[src/rtl/boot_loader_pkg.sv]
// Shared definitions for the boot loader: FSM states, frame constants and
// field sizes used by the byte assembler and the top-level loader.
package boot_loader_pkg;

    typedef enum logic [2:0] {
        IDLE  = 3'd0,
        LEN   = 3'd1,
        ENTRY = 3'd2,
        DATA  = 3'd3,
        CSUM  = 3'd4,
        DONE  = 3'd5,
        ERROR = 3'd6
    } state_t;

    localparam logic [7:0] MAGIC_DEFAULT = 8'hA5;

    localparam int LEN_BYTES   = 2;
    localparam int ENTRY_BYTES = 8;
    localparam int WORD_BYTES  = 4;

    // The assembler is sized for the widest field (the entry PC).
    localparam int FIELD_BYTES = 8;
    localparam int FIELD_CNT_W = 4;

endpackage

[src/rtl/boot_shift_asm.sv]
// Little-endian byte-to-field assembler shared by the LEN, ENTRY and DATA
// fields, with a running 8-bit sum of every byte shifted in since clear.
module boot_shift_asm
    import boot_loader_pkg::*;
(
    input  logic                         clk,
    input  logic                         reset,
    input  logic                         clear,
    input  logic                         shift,
    input  logic                         restart,
    input  logic [7:0]                   byte_in,
    output logic [8*FIELD_BYTES-1:0]     field_next,
    output logic [FIELD_CNT_W-1:0]       count,
    output logic [7:0]                   sum
);

    logic [8*FIELD_BYTES-1:0] field_q;

    // field_next already contains the byte being accepted this cycle, so the
    // owner can latch a completed field on the same edge as its last byte.
    always_comb begin
        field_next = field_q;
        for (int i = 0; i < FIELD_BYTES; i++) begin
            if (count == FIELD_CNT_W'(i)) begin
                field_next[i*8 +: 8] = byte_in;
            end
        end
    end

    always_ff @(posedge clk or posedge reset) begin
        if (reset) begin
            field_q <= '0;
            count   <= '0;
            sum     <= '0;
        end else if (clear) begin
            field_q <= '0;
            count   <= '0;
            sum     <= '0;
        end else if (shift) begin
            sum <= sum + byte_in;
            if (restart) begin
                field_q <= '0;
                count   <= '0;
            end else begin
                field_q <= field_next;
                count   <= count + FIELD_CNT_W'(1);
            end
        end
    end

endmodule

[src/rtl/boot_loader.sv]
// Frame-parsing boot loader: writes a checksummed image into instruction
// memory, latches the entry PC and holds the core in reset until verified.
module boot_loader
    import boot_loader_pkg::*;
#(
    parameter int         DEPTH_WORDS = 1024,
    parameter logic [7:0] MAGIC       = MAGIC_DEFAULT,
    parameter int         ADDR_W      = 64
) (
    input  logic              clk,
    input  logic              reset,
    input  logic              rx_valid,
    input  logic [7:0]        rx_data,
    output logic              rx_ready,
    output logic              imem_we,
    output logic [ADDR_W-1:0] imem_addr,
    output logic [31:0]       imem_wdata,
    output logic [ADDR_W-1:0] boot_pc,
    output logic              cpu_reset,
    output logic              done,
    output logic              error,
    output state_t            state
);

    localparam int WC_W = $clog2(DEPTH_WORDS + 1);

    // Handshake: a byte moves on a rising edge where rx_valid & rx_ready.
    // rx_ready is registered and is high in every state except DONE/ERROR.

    state_t state_q, state_d;

    logic [WC_W-1:0]          n_words;
    logic [WC_W-1:0]          word_idx;
    logic [ADDR_W-1:0]        entry_pc;

    logic                     accept;
    logic                     asm_clear;
    logic                     asm_shift;
    logic                     asm_restart;
    logic [8*FIELD_BYTES-1:0] asm_next;
    logic [FIELD_CNT_W-1:0]   asm_count;
    logic [7:0]               asm_sum;

    logic                     latch_len;
    logic                     latch_pc;
    logic                     write_word;

    assign accept = rx_valid & rx_ready;
    assign state  = state_q;

    boot_shift_asm u_asm (
        .clk        (clk),
        .reset      (reset),
        .clear      (asm_clear),
        .shift      (asm_shift),
        .restart    (asm_restart),
        .byte_in    (rx_data),
        .field_next (asm_next),
        .count      (asm_count),
        .sum        (asm_sum)
    );

    always_comb begin
        state_d     = state_q;
        asm_clear   = 1'b0;
        asm_shift   = 1'b0;
        asm_restart = 1'b0;
        latch_len   = 1'b0;
        latch_pc    = 1'b0;
        write_word  = 1'b0;

        case (state_q)
            IDLE: begin
                if (accept && rx_data == MAGIC) begin
                    asm_clear = 1'b1;
                    state_d   = LEN;
                end
            end
            LEN: begin
                if (accept) begin
                    asm_shift = 1'b1;
                    if (asm_count == FIELD_CNT_W'(LEN_BYTES - 1)) begin
                        asm_restart = 1'b1;
                        latch_len   = 1'b1;
                        if (32'(asm_next[15:0]) > 32'(DEPTH_WORDS)) begin
                            state_d = ERROR;
                        end else begin
                            state_d = ENTRY;
                        end
                    end
                end
            end
            ENTRY: begin
                if (accept) begin
                    asm_shift = 1'b1;
                    if (asm_count == FIELD_CNT_W'(ENTRY_BYTES - 1)) begin
                        asm_restart = 1'b1;
                        latch_pc    = 1'b1;
                        state_d     = (n_words == '0) ? CSUM : DATA;
                    end
                end
            end
            DATA: begin
                if (accept) begin
                    asm_shift = 1'b1;
                    if (asm_count == FIELD_CNT_W'(WORD_BYTES - 1)) begin
                        asm_restart = 1'b1;
                        write_word  = 1'b1;
                        if (word_idx + WC_W'(1) == n_words) begin
                            state_d = CSUM;
                        end
                    end
                end
            end
            CSUM: begin
                if (accept) begin
                    state_d = (rx_data == asm_sum) ? DONE : ERROR;
                end
            end
            DONE:    state_d = DONE;
            ERROR:   state_d = ERROR;
            default: state_d = ERROR;
        endcase
    end

    always_ff @(posedge clk or posedge reset) begin
        if (reset) begin
            state_q    <= IDLE;
            rx_ready   <= 1'b0;
            imem_we    <= 1'b0;
            imem_addr  <= '0;
            imem_wdata <= '0;
            boot_pc    <= '0;
            cpu_reset  <= 1'b1;
            done       <= 1'b0;
            error      <= 1'b0;
            n_words    <= '0;
            word_idx   <= '0;
            entry_pc   <= '0;
        end else begin
            state_q  <= state_d;
            rx_ready <= (state_d != DONE) && (state_d != ERROR);
            imem_we  <= write_word;

            if (asm_clear) begin
                word_idx <= '0;
            end else if (write_word) begin
                imem_addr  <= ADDR_W'({word_idx, 2'b00});
                imem_wdata <= asm_next[31:0];
                word_idx   <= word_idx + WC_W'(1);
            end

            if (latch_len) begin
                n_words <= WC_W'(asm_next[15:0]);
            end
            if (latch_pc) begin
                entry_pc <= ADDR_W'(asm_next);
            end

            if (state_d == DONE && state_q != DONE) begin
                done    <= 1'b1;
                boot_pc <= entry_pc;
            end
            if (state_d == ERROR) begin
                error <= 1'b1;
            end

            // Lags done by one edge so boot_pc is settled when the core starts.
            cpu_reset <= ~done;
        end
    end

endmodule
[config.mk]
export PLATFORM = sky130hd
export DESIGN_NAME = boot_loader
export DESIGN_NICKNAME = d
export VERILOG_FILES = /design/src/rtl/boot_loader_pkg.sv /design/src/rtl/boot_shift_asm.sv /design/src/rtl/boot_loader.sv
export SDC_FILE = /design/constraint.sdc
export NUM_CORES = 1
export LEC_CHECK = 0
export CAP_MARGIN = 20
export CORE_ASPECT_RATIO = 0.6
export CORE_UTILIZATION = 45
export DETAILED_ROUTE_END_ITERATION = 12
export PLACE_DENSITY = 0.78
export REMOVE_ABC_BUFFERS = 1
export SKIP_LAST_GASP = 1
export SYNTH_ARGS = -nofsm -noshare
export SYNTH_HDL_FRONTEND = slang
export SYNTH_SLANG_ARGS = --single-unit
export TNS_END_PERCENT = 100
[constraint.sdc]
create_clock -name clk -period 15.22 [get_ports clk]
set_clock_uncertainty 0.2 [all_clocks]
set_input_delay 3.805 -clock clk [delete_from_list [all_inputs] [get_ports clk]]
set_output_delay 3.805 -clock clk [all_outputs]
set_load 0.03 [all_outputs]
# Word level (Yosys, flattened, before mapping)
# Index checks and enable logic that the tools add are counted.
# totals
ff_bits	277
input_bits	11
wordCells	97
# classes
n_reduce_logical	10
eq_ne	20
bitwise	3
add_sub_neg	3
n_lt_le_gt_ge	1
muxes	45
# op_table
op	n
$mux W64	3
$mux W8	10
$mux W3	11
$mux W11	2
$pmux W3 S6	1
$eq A4 B3 Y1 const B	4
$gt A16 B11 Y1 const B	1
$mux W1	13
$eq A3 B3 Y1 const B	4
$mux W4	3
$add A11 B1 Y11 const B	1
$eq A11 B11 Y1	1
$logic_not A11 Y1	1
$ne A3 B3 Y1 const B	3
$add A8 B8 Y8	1
$eq A4 B2 Y1 const B	2
$eq A8 B8 Y1	1
$eq A8 B8 Y1 const B	1
$eq A3 B2 Y1 const B	2
$add A4 B1 Y4 const B	1
$eq A4 B1 Y1 const B	1
$logic_not A4 Y1	1
$reduce_bool A2 Y1	2
$eq A3 B1 Y1 const B	1
other kinds (8)	11

# Logic depth before layout (Yosys ltp)
# Gate-level depths: netlist (run 1).
# depth
word_depth	9
ltp_mapped	9
mapped_depth_nobuf	9

# By module
# Synthesis (run 1) repeated with hierarchy kept, for this count alone.
# unflattened
cells_unflattened	1038
area_unflattened_um2	12544.5
# modules_own_cells
module	instances	cells_per_inst	area_each_um2
boot_loader	1	698	8524.4
boot_shift_asm	1	340	4020.1

# Worst setup path before layout (run 1)
# No wires, ideal clock.
# synth_timing
kind	input -> register
start	in rx_data[3]
end	reg boot_pc[10]
path_stages	7
setup_slack_ns	9.223
path_buffers	2
required_time_ns	14.893
t_arrival_ns	5.669
path_cell_list	ha_1 or4_1 nor3_1 and3_1 buf_4 buf_6 mux2_1
# synth_between
elab_chain_len	8
word_cells_on_any_way	15
classes_between	order compare: 1; eq/ne: 3; mux: 9; reduce/logical: 2
# synth_lines
element	line	source
start: declaration	boot_loader.sv:13	input logic [7:0] rx_data,
$mux W8	boot_shift_asm.sv:24	if (count == FIELD_CNT_W'(i)) begin
$gt A16 B11 Y1	boot_loader.sv:85	if (32'(asm_next[15:0]) > 32'(DEPTH_WORDS)) begin
$mux W3	boot_loader.sv:85	
$mux W3	boot_loader.sv:82	if (asm_count == FIELD_CNT_W'(LEN_BYTES - 1)) begin
$mux W3	boot_loader.sv:80	if (accept) begin
$pmux W3 S6 (*)	boot_loader.sv:72	case (state_q)
$eq A3 B3 Y1 (*)	boot_loader.sv:160	if (state_d == DONE && state_q != DONE) begin
$logic_and A1 B1 Y1 (*)	boot_loader.sv:160	
end signal: assignment	boot_loader.sv:162	boot_pc <= entry_pc;
end: declaration	boot_loader.sv:18	output logic [ADDR_W-1:0] boot_pc,
# Every way passes the cells marked *; elsewhere a longest branch is shown, timed or not.
# A chain may end at the register's enable or synchronous reset.

# Worst setup path after layout (run 1)
# layout_timing
start	in rx_data[2]
end	reg boot_pc[62]
# The elaborated chain is that of the path after synthesis.

==> results of run 1 <==
[worst max-delay path, delay by kind of cell]
family        cells  cell delay [ns]
buf+inv           2             0.74
mux               1             0.42
simple gates      3             1.72
fa+ha+maj         1             0.33
[worst min-delay path by stage]
stage,startpoint,to,slack [ns],cells past startpoint
after global routing,done,cpu_reset,0.24,1
after CTS,done,cpu_reset,0.21,1
final,done,cpu_reset,0.21,1
after floorplan,entry_pc[48],entry_pc[48],0.24,2
after global placement,done,cpu_reset,0.19,1
after detailed placement,done,cpu_reset,0.20,1
[through the flow]
stage,hold slack (ns),std cells,utilization [%],power (uW),setup WS [ns]
2_1_floorplan,0.244,996,-,768,3.81
3_3_place_gp,0.192,1495,50.5,789,7.89
3_5_place_dp,0.204,1495,50.5,790,7.83
4_1_cts,0.213,1538,53.4,1380,8.37
5_1_grt,0.239,1540,53.5,1420,8.17
6_report,0.205,1540,53.5,1370,8.35
[power breakdown]
| part | internal, uW | leakage, uW | switching [uW] |
|---|---|---|---|
| clock | 330 | 0.000370 | 266 |
| sequential | 716 | 0.00373 | 2.53 |
| combinational | 9.96 | 0.00258 | 47.9 |
| total | 1060 | 0.00668 | 316 |
[area by class of cell]
| type | instances | area share (%) |
|---|---|---|
| Clock buffer | 35 | 4.83 |
| Clock inverter | 8 | 0.530 |
| Inverter | 19 | 0.557 |
| Multi-Input combinational cell | 708 | 33.6 |
| Sequential cell | 269 | 47.6 |
| Tap cell | 360 | 3.18 |
| Timing Repair Buffer | 141 | 9.77 |
[per-layer routing]
metal  track usage [%]  routed length (um)
met1              31.0               13600
met2              29.4               11600
met3              3.80                1980
met4              4.27                 479
met5                 0                   0
[sequential cells by signal, indices dropped and copies added (netlist names), 3 cells and up]
register and flops:
state 3, imem_addr 11, imem_wdata 32, n_words 11
entry_pc 64, word_idx 11, u_asm.count 4, u_asm.sum 8
boot_pc 64, u_asm.field_q 56
[cells in the final DEF, fill, tap and decap left out, drive strengths merged, types with 4 or more instances in the layout]
master,n
buf,16
nor2b,8
and3,5
nand2,158
mux2i,55
nor4,5
a22o,57
clkinv,5
xor2,10
conb,53
inv,20
and2,4
xnor2,9
o21bai,4
nor3b,5
clkdlybuf4s50,125
or3,4
nor2,23
a21oi,9
nor3,9
nand4,9
nand3,13
ha,12
dfrtp,268
o21ai,140
o31ai,6
mux2,72
clkbuf,35
[cell families after synthesis]
| kind of cell | synth area share (%) |
|---|---|
| flip-flops | 55.5 |
| AND/OR/NAND/NOR | 10.0 |
| AO/OA/AOI/OAI | 13.4 |
| buffers and inverters | 7.06 |
| multiplexers | 11.2 |
| XOR/XNOR | 1.37 |
| adder cells (fa/ha/maj) | 1.40 |
| other | 0.0309 |
==> summary.txt, run 1 <==
Placed design
  – Hpwl dp: 18.4 mm
  – Placed Area: 0.0134 mm^2
  – IO Port Bufs: 125
  – GP Congestion: 0.926

Drt
  – Post-route ant nets: 0
  – Residual DRC: 0
  – Router iterations before antenna repair: 6
  – Wire per inst: 17.9 um
  – Final Routed Wirelength: 27.6 mm
  – Via/cell ratio: 5.42
  – 1st-iter DRT viols: 652
  – Via count: 8,348

CTS
  – Root buffer cell: clkbuf_16
  – CTS Hold Bufs: 0
  – Post-cts sizing count: 0
  – CTS Buffer Depth: 3
  – CTS clk-pin slew, worst paths: 0.06 ns
  – Clk Latency, worst-skew pair: 0.53 ns
  – CTS H-tree lvls: 1
  – Clock Sinks: 269
  – Setup Buffers After CTS: 0
  – CTS Buf Count: 25
  – CTS tree: done

Setup path
  – Critical path required time: 15.43 ns
  – CP Class: primary input to flip-flop
  – Critical Path Start Type: primary input
  – Worst R2R Path Depth: 7
  – CP max FO: 65
  – CP arrival: 7.08 ns
  – Worst R2R End: u_asm.field_q[16]
  – CP Cell Sequence: clkdlybuf4s50_1 > buf_4 > ha_1 > or4_1 > nor3_1 > and3_4 > mux2_2
  – Crit path capture type: flip-flop
  – Setup slack, reg-to-reg: 11.36 ns
  – Slowest CP cell: and3_4
  – Worst setup startpoint: rx_data[2]
  – Crit path to: boot_pc[62]
  – Critical R2R Launch: u_asm.count[0]
  – Slowest stage delay, CP: 0.88 ns

Final layout
  – Area of the multi-input gates: 0.00475 mm^2
  – Final instance area: 0.0142 mm^2
  – Final Net Count: 1,188
  – Fill cells: 2,286
  – FF+latch area: 0.00673 mm^2
  – Area growth from synthesis to layout: 16.6%
  – Ant. Diodes: 0
  – Layout cell share with drive strength beyond 1: 8.64%

Synthesis
  – Yosys top cell by area: dfrtp_1
  – Synth Cell Area: 0.0121 mm^2
  – Ys flop type: dfrtp_1
  – Synthesis-stage register bit count: 269
  – Ys async rst share: 100%
  – Top cells by count, synth: 268 x dfrtp_1, 156 x nand2_1, 131 x o21ai_0
  – Seq/Total Area, Yosys: 55.5%
  – Ranking of synthesized cells by area: dfrtp_1 55%, o21ai_0 5.4%, nand2_1 4.8%
  – Count leader, synth: dfrtp_1
  – EDFF count, synth: 0
  – Yosys Warn Count: 0
  – Yosys cell types: 70
  – Cells after Synth: 1,066
  – Synth top area share: 55.3%
  – Syn Area/Cell: 11.4 um^2

Global routing
  – Vias in the first global route: 8,146
  – GRT Residual Overflow: 0
  – Largest net degree at the start of global routing: 126
  – Global-route wire length before repair: 45.1 mm
  – Initial antenna violation count: 0
  – Gr usage total: 20.1%

Floorplanning
  – Die area: 0.0276 mm^2
  – CORE AREA: 0.0265 mm^2
  – Die X: 214 um
  – Starting Density: 45.8%
  – Row cnt: 46
  – Top Ports: 179
  – Die height: 129 um

Power
  – Worst vdd ir: 49.8 uV
  – P per Cell Area: 97.0 mW/mm^2
  – Leak: 0.00668 uW

Timing
  – Slew @ Worst Pin: 0.986 ns
  – Max Clock Freq: 146 MHz
  – Tcrit/Tclk final: 45.1%
  – Final Hold Viols: 0
  – Final slew viol count: 0
  – RSZ-0062 raised after global routing: no
  – Final setup fails: 0
  – TNS Setup: 0 ns
  – Min Tclk post-route: 6.87 ns
  – Max_slew headroom: 34.3%

Job
  – Max_cap viols: 0

Outcome
  – Run status: finished clean

Min path
  – HP Class: flip-flop to flip-flop
(Power assumes the default switching activity.)
==> run 2, diff against run 1 <==
==> constraint.sdc (replaced) <==
create_clock -name clk -period 7.2 [get_ports clk]
set_clock_uncertainty 0.2 [all_clocks]
set_input_delay 1.8 -clock clk [delete_from_list [all_inputs] [get_ports clk]]
set_output_delay 1.8 -clock clk [all_outputs]
set_load 0.03 [all_outputs]
==> summary.txt, run 2 (same netlist as run 1, synthesis figures left out) <==
Setup path
  – Setup slack, reg-to-reg: 2.44 ns (-8.92 ns)
  – Critical Path Start Type: primary input
  – Slowest CP cell: nand4_1
  – Worst R2R Path Depth: 8 (+1)
  – Largest delay share family, worst path: simple AND/OR/NAND/NOR gates
  – Worst R2R End: u_asm.field_q[51]
  – CP max FO: 22 (-66%)
  – Slowest stage delay, CP: 0.81 ns (-0.07 ns)
  – CP Class: primary input to flip-flop
  – Critical path required time: 7.41 ns (-8.02 ns)
  – Critical R2R Launch: u_asm.count[1]
  – Crit path capture type: flip-flop
  – CP arrival: 5.03 ns (-2.05 ns)
  – Count of buffer and inverter cells on the critical path: 2 (unchanged)
  – Most frequent CP cell: nand4_1
  – CP Cell Sequence: clkdlybuf4s50_1 > and3b_1 > nand4_1 > nand4_1 > buf_4 > nor2_2 > a22o_1

Global routing
  – Largest net degree at the start of global routing: 138 (+9.5%)
  – Initial antenna violation count: 0 (unchanged)
  – GRT Residual Overflow: 0 (unchanged)
  – Vias in the first global route: 8,209 (+0.77%)
  – Gr usage total: 20.6% (+0.43 points)
  – Global-route wire length before repair: 45.5 mm (+0.83%)

Final layout
  – Util after Layout: 53.7% (+0.23 points)
  – Layout cell share with drive strength beyond 1: 9.21% (+0.57 points)
  – Most common cell after layout, fill and taps aside: dfrtp_1
  – Largest regs: boot_pc (64), entry_pc (64), u_asm.field_q (56)
  – Non-filler cells in the finished layout: 1,543 (+0.19%)
  – Ant. Diodes: 0 (unchanged)
  – Area growth from synthesis to layout: 17.1%
  – Final Net Count: 1,188 (unchanged)
  – Commonest non-fill, non-tap cells in the layout: 268 x dfrtp_1, 156 x nand2_1, 131 x o21ai_0

Min path
  – Worst Hold Path EP: cpu_reset
  – Hold path start: done
  – Hold path depth: 1 (unchanged)
  – HP Class: flip-flop to flip-flop

Timing
  – Final Hold Viols: 0 (unchanged)
  – Tcrit/Tclk final: 67.0%
  – Max Clock Freq: 207 MHz
  – Slew @ Worst Pin: 1.12 ns (+0.132 ns)
  – RSZ-0062 raised after global routing: no
  – Max_slew headroom: 25.2% (-9.1 points)
  – Final setup fails: 0 (unchanged)
  – Min Tclk post-route: 4.82 ns
  – Final slew viol count: 0 (unchanged)

Power
  – Leak: 0.00673 uW (+0.60%)
  – Worst vdd ir: 144 uV (+190%)
  – Total power draw: 2980 uW (+120%)
  – P per Cell Area: 210 mW/mm^2 (+120%)

Job
  – Max_cap viols: 0 (unchanged)

CTS
  – Root buffer cell: clkbuf_16
  – CTS H-tree lvls: 1 (unchanged)
  – CTS Buffer Depth: 3 (unchanged)
  – Post-cts sizing count: 0 (unchanged)
  – CTS Buf Count: 26 (+4.0%)
  – CTS clk-pin slew, worst paths: 0.06 ns (about the same)
  – CTS tree: done
  – Clk Latency, worst-skew pair: 0.53 ns (about the same)
  – Setup Buffers After CTS: 0 (unchanged)
  – CTS Hold Bufs: 0 (unchanged)
  – Clock Sinks: 269 (unchanged)

Placed design
  – Inst Count DP: 1,496 (+0.067%)
  – GP Congestion: 0.858 (-7.3%)
  – Hpwl dp: 18.5 mm (+1.1%)
  – IO Port Bufs: 125 (unchanged)

Drt
  – Post-route ant nets: 0 (unchanged)
  – Residual DRC: 0 (unchanged)
  – Via count: 8,400 (+0.62%)
  – 1st-iter DRT viols: 711 (+9.0%)
  – Wire per inst: 18.2 um (+1.8%)
  – Via/cell ratio: 5.44 (+0.43%)
  – Final Routed Wirelength: 28.1 mm (+2.0%)
  – Router iterations before antenna repair: 5 (-1)

Outcome
  – Run status: finished clean

Floorplanning
  – Starting Density: 45.8% (unchanged)
  – Die X: 214 um (unchanged)
  – Die height: 129 um (unchanged)
  – Row cnt: 46 (unchanged)
  – Top Ports: 179 (unchanged)
  – CORE AREA: 0.0265 mm^2 (unchanged)
  – Die area: 0.0276 mm^2 (unchanged)
run 2: power breakdown:
part / leakage (uW) / internal (uW) / switching [uW] / total (uW)
Combinational: 0.00257 / 21.4 / 102 / 123
Clock: 0.000420 / 762 / 576 / 1340
Sequential: 0.00373 / 1510 / 5.69 / 1520
run 2: area by class of cell:
type,count,area [um^2]
clock inverter,12,91.3
tap,360,450
fill,2252,12300
multi-input combinational,708,4750
sequential,269,6730
timing repair buffer,140,1360
clock buffer,35,746
inverter,19,78.8
run 2: routing by layer:
layer	vias up	routed length, um	global-route usage, %
met1	4260	13700	31.3
met5	-	0	0
met2	295	12000	30.2
met3	27	2060	4.58
met4	0	323	3.77
li1	3818	-	-
run 2: stage by stage:
step	instance area, um^2	setup slack [ns]	setup TNS, ns	hold WS, ns
3_3_place_gp	13400	1.90	0	0.188
4_1_cts	14200	2.41	0	0.211
2_1_floorplan	11500	-2.21	-596.75	0.244
3_5_place_dp	13400	1.86	0	0.202
6_report	14200	2.38	0	0.202
5_1_grt	14200	2.14	0	0.256
run 2: worst max-delay path by stage:
stage              startpoint                 to  cells past startpoint
2_1_floorplan           reset         boot_pc[0]                      1
3_3_place_gp       rx_data[2]        boot_pc[56]                      7
3_5_place_dp       rx_data[0]        boot_pc[48]                      7
4_1_cts            rx_data[4]        boot_pc[48]                      7
5_1_grt        u_asm.count[1]  u_asm.field_q[50]                      8
6_report             rx_valid  u_asm.field_q[51]                      7
==> run 3, diff against run 2 <==
==> constraint.sdc (replaced) <==
create_clock -name clk -period 4.7 [get_ports clk]
set_clock_uncertainty 0.2 [all_clocks]
set_input_delay 1.175 -clock clk [delete_from_list [all_inputs] [get_ports clk]]
set_output_delay 1.175 -clock clk [all_outputs]
set_load 0.03 [all_outputs]
==> summary.txt, run 3 (same netlist as run 1, synthesis figures left out) <==
Final layout
  – Non-filler cells in the finished layout: 1,549 (+0.39%)
  – Final Net Count: 1,196 (+0.67%)
  – Largest regs: boot_pc (64), entry_pc (64), u_asm.field_q (56)
  – Ant. Diodes: 0 (unchanged)
  – Area of the multi-input gates: 0.00475 mm^2 (unchanged)
  – Fill cells: 2,269 (+0.75%)
  – Layout cell share with drive strength beyond 1: 9.76% (+0.54 points)
  – FF+latch area: 0.00673 mm^2 (unchanged)
  – Commonest non-fill, non-tap cells in the layout: 268 x dfrtp_1, 156 x nand2_1, 131 x o21ai_0
  – Most common cell after layout, fill and taps aside: dfrtp_1
  – Area growth from synthesis to layout: 18.6%

Timing
  – Final Hold Viols: 0 (unchanged)
  – Setup slack after layout: 0.923 ns (-1.45 ns)
  – RSZ-0062 raised after global routing: no
  – Hold_ws: 0.213 ns (+0.0108 ns)
  – Final slew viol count: 0 (unchanged)
  – Max Clock Freq: 265 MHz
  – Final setup fails: 0 (unchanged)
  – Tcrit/Tclk final: 80.4%
  – Slew @ Worst Pin: 0.881 ns (-0.237 ns)
  – Max_slew headroom: 39.8% (+15 points)
  – Min Tclk post-route: 3.78 ns

Floorplanning
  – Row cnt: 46 (unchanged)
  – Die X: 214 um (unchanged)
  – Starting Density: 45.8% (unchanged)
  – Top Ports: 179 (unchanged)
  – Die height: 129 um (unchanged)
  – Die area: 0.0276 mm^2 (unchanged)
  – CORE AREA: 0.0265 mm^2 (unchanged)

Power
  – Worst vdd ir: 211 uV (+47%)
  – Total power draw: 4710 uW (+58%)
  – P per Cell Area: 327 mW/mm^2 (+56%)
  – Leak: 0.00681 uW (+1.2%)

Drt
  – Residual DRC: 0 (unchanged)
  – Router iterations before antenna repair: 5 (unchanged)
  – Wire per inst: 18.6 um (+1.8%)
  – Final Routed Wirelength: 28.8 mm (+2.2%)
  – Via count: 8,373 (-0.32%)
  – Post-route ant nets: 0 (unchanged)
  – Via/cell ratio: 5.41 (-0.71%)
  – 1st-iter DRT viols: 651 (-8.4%)

Placed design
  – GP Congestion: 0.882 (+2.8%)
  – Hpwl dp: 19.1 mm (+3.1%)
  – Inst Count DP: 1,504 (+0.53%)
  – IO Port Bufs: 125 (unchanged)
  – Setup WS pre-CTS: 0.410 ns (-1.45 ns)

CTS
  – Clk Latency, worst-skew pair: 0.53 ns (about the same)
  – CTS clk-pin slew, worst paths: 0.06 ns (about the same)
  – CTS Buffer Depth: 3 (unchanged)
  – CTS tree: done
  – CTS H-tree lvls: 1 (unchanged)
  – Clock Sinks: 269 (unchanged)
  – CTS Hold Bufs: 0 (unchanged)
  – Root buffer cell: clkbuf_16
  – CTS Buf Count: 26 (unchanged)
  – Post-cts sizing count: 0 (unchanged)
  – Setup Buffers After CTS: 0 (unchanged)

Global routing
  – Gr usage total: 20.9% (+0.32 points)
  – GRT Residual Overflow: 0 (unchanged)
  – Global-route wire length before repair: 46.2 mm (+1.4%)
  – Initial antenna violation count: 0 (unchanged)
  – Vias in the first global route: 8,223 (+0.17%)
  – Largest net degree at the start of global routing: 124 (-10%)

Setup path
  – Crit path capture type: flip-flop
  – Worst R2R End: u_asm.field_q[7]
  – CP Cell Sequence: clkdlybuf4s50_1 > ha_1 > or4_1 > nor3_1 > and3_4 > buf_4 > mux2_1
  – Setup slack, reg-to-reg: 1.47 ns (-0.97 ns)
  – Slowest CP cell: clkdlybuf4s50_1
  – Critical R2R Launch: u_asm.count[0]
  – Slowest stage delay, CP: 0.53 ns (-0.28 ns)
  – Crit path to: boot_pc[23]
  – CP Class: primary input to flip-flop
  – Worst setup startpoint: rx_data[0]
  – CP arrival: 3.99 ns (-1.04 ns)
  – Critical path required time: 4.91 ns (-2.50 ns)
  – Worst R2R Path Depth: 7 (-1)
  – CP max FO: 15 (-32%)
  – Critical Path Start Type: primary input

Outcome
  – Run status: finished clean

Min path
  – Hold path depth: 1 (unchanged)
  – HP Class: flip-flop to flip-flop

Job
  – Max_cap viols: 0 (unchanged)
==> run 3: changes by cell type in the layout (fill, tap and decap cells not counted), sizes merged <==
cell	before	now
buf	15	23
bufinv	1	3
clkinv	10	6
==> run 3: worst min-delay path by stage <==
stage	startpoint	endpoint
floorplan	entry_pc[48]	entry_pc[48]
global placement	done	cpu_reset
detailed placement	done	cpu_reset
CTS	done	cpu_reset
global route	done	cpu_reset
finish	done	cpu_reset
==> run 3: power breakdown <==
| part | total [uW] | switching (uW) | leakage, uW | internal (uW) |
|---|---|---|---|---|
| logic | 198 | 162 | 0.00264 | 35.9 |
| clock network | 2180 | 892 | 0.000439 | 1290 |
| registers | 2330 | 11.1 | 0.00373 | 2320 |
==> run 3: final cells by class <==
cell class                      instances  area share (%)
Clock buffer                           35            5.25
Clock inverter                         10           0.939
Inverter                               19           0.548
Multi-Input combinational cell        708            33.0
Sequential cell                       269            46.8
Tap cell                              360            3.13
Timing Repair Buffer                  148            10.3
==> run 3: critical path, delay by kind of cell <==
family | cells | cell delay [ns]
fa+ha+maj | 1 | 0.37
buf+inv | 2 | 0.78
mux | 1 | 0.34
simple gates | 3 | 1.31
==> run 3: layer usage <==
layer,part of all wire (%),vias up,global-route usage [%]
li1,-,3847,-
met1,49,4226,31.5
met2,43,266,30.3
met3,7.4,34,5.05
met4,1.5,0,4.70
met5,0,-,0
==> run 3: stage by stage <==
stage / utilization, % / TNS (ns) / area [um^2]
finish: 54.4 / 0 / 14400
global placement: 51.0 / 0 / 13500
global route: 54.4 / 0 / 14400
floorplan: - / -1223.58 / 11500
CTS: 54.4 / 0 / 14400
detailed placement: 51.0 / 0 / 13500
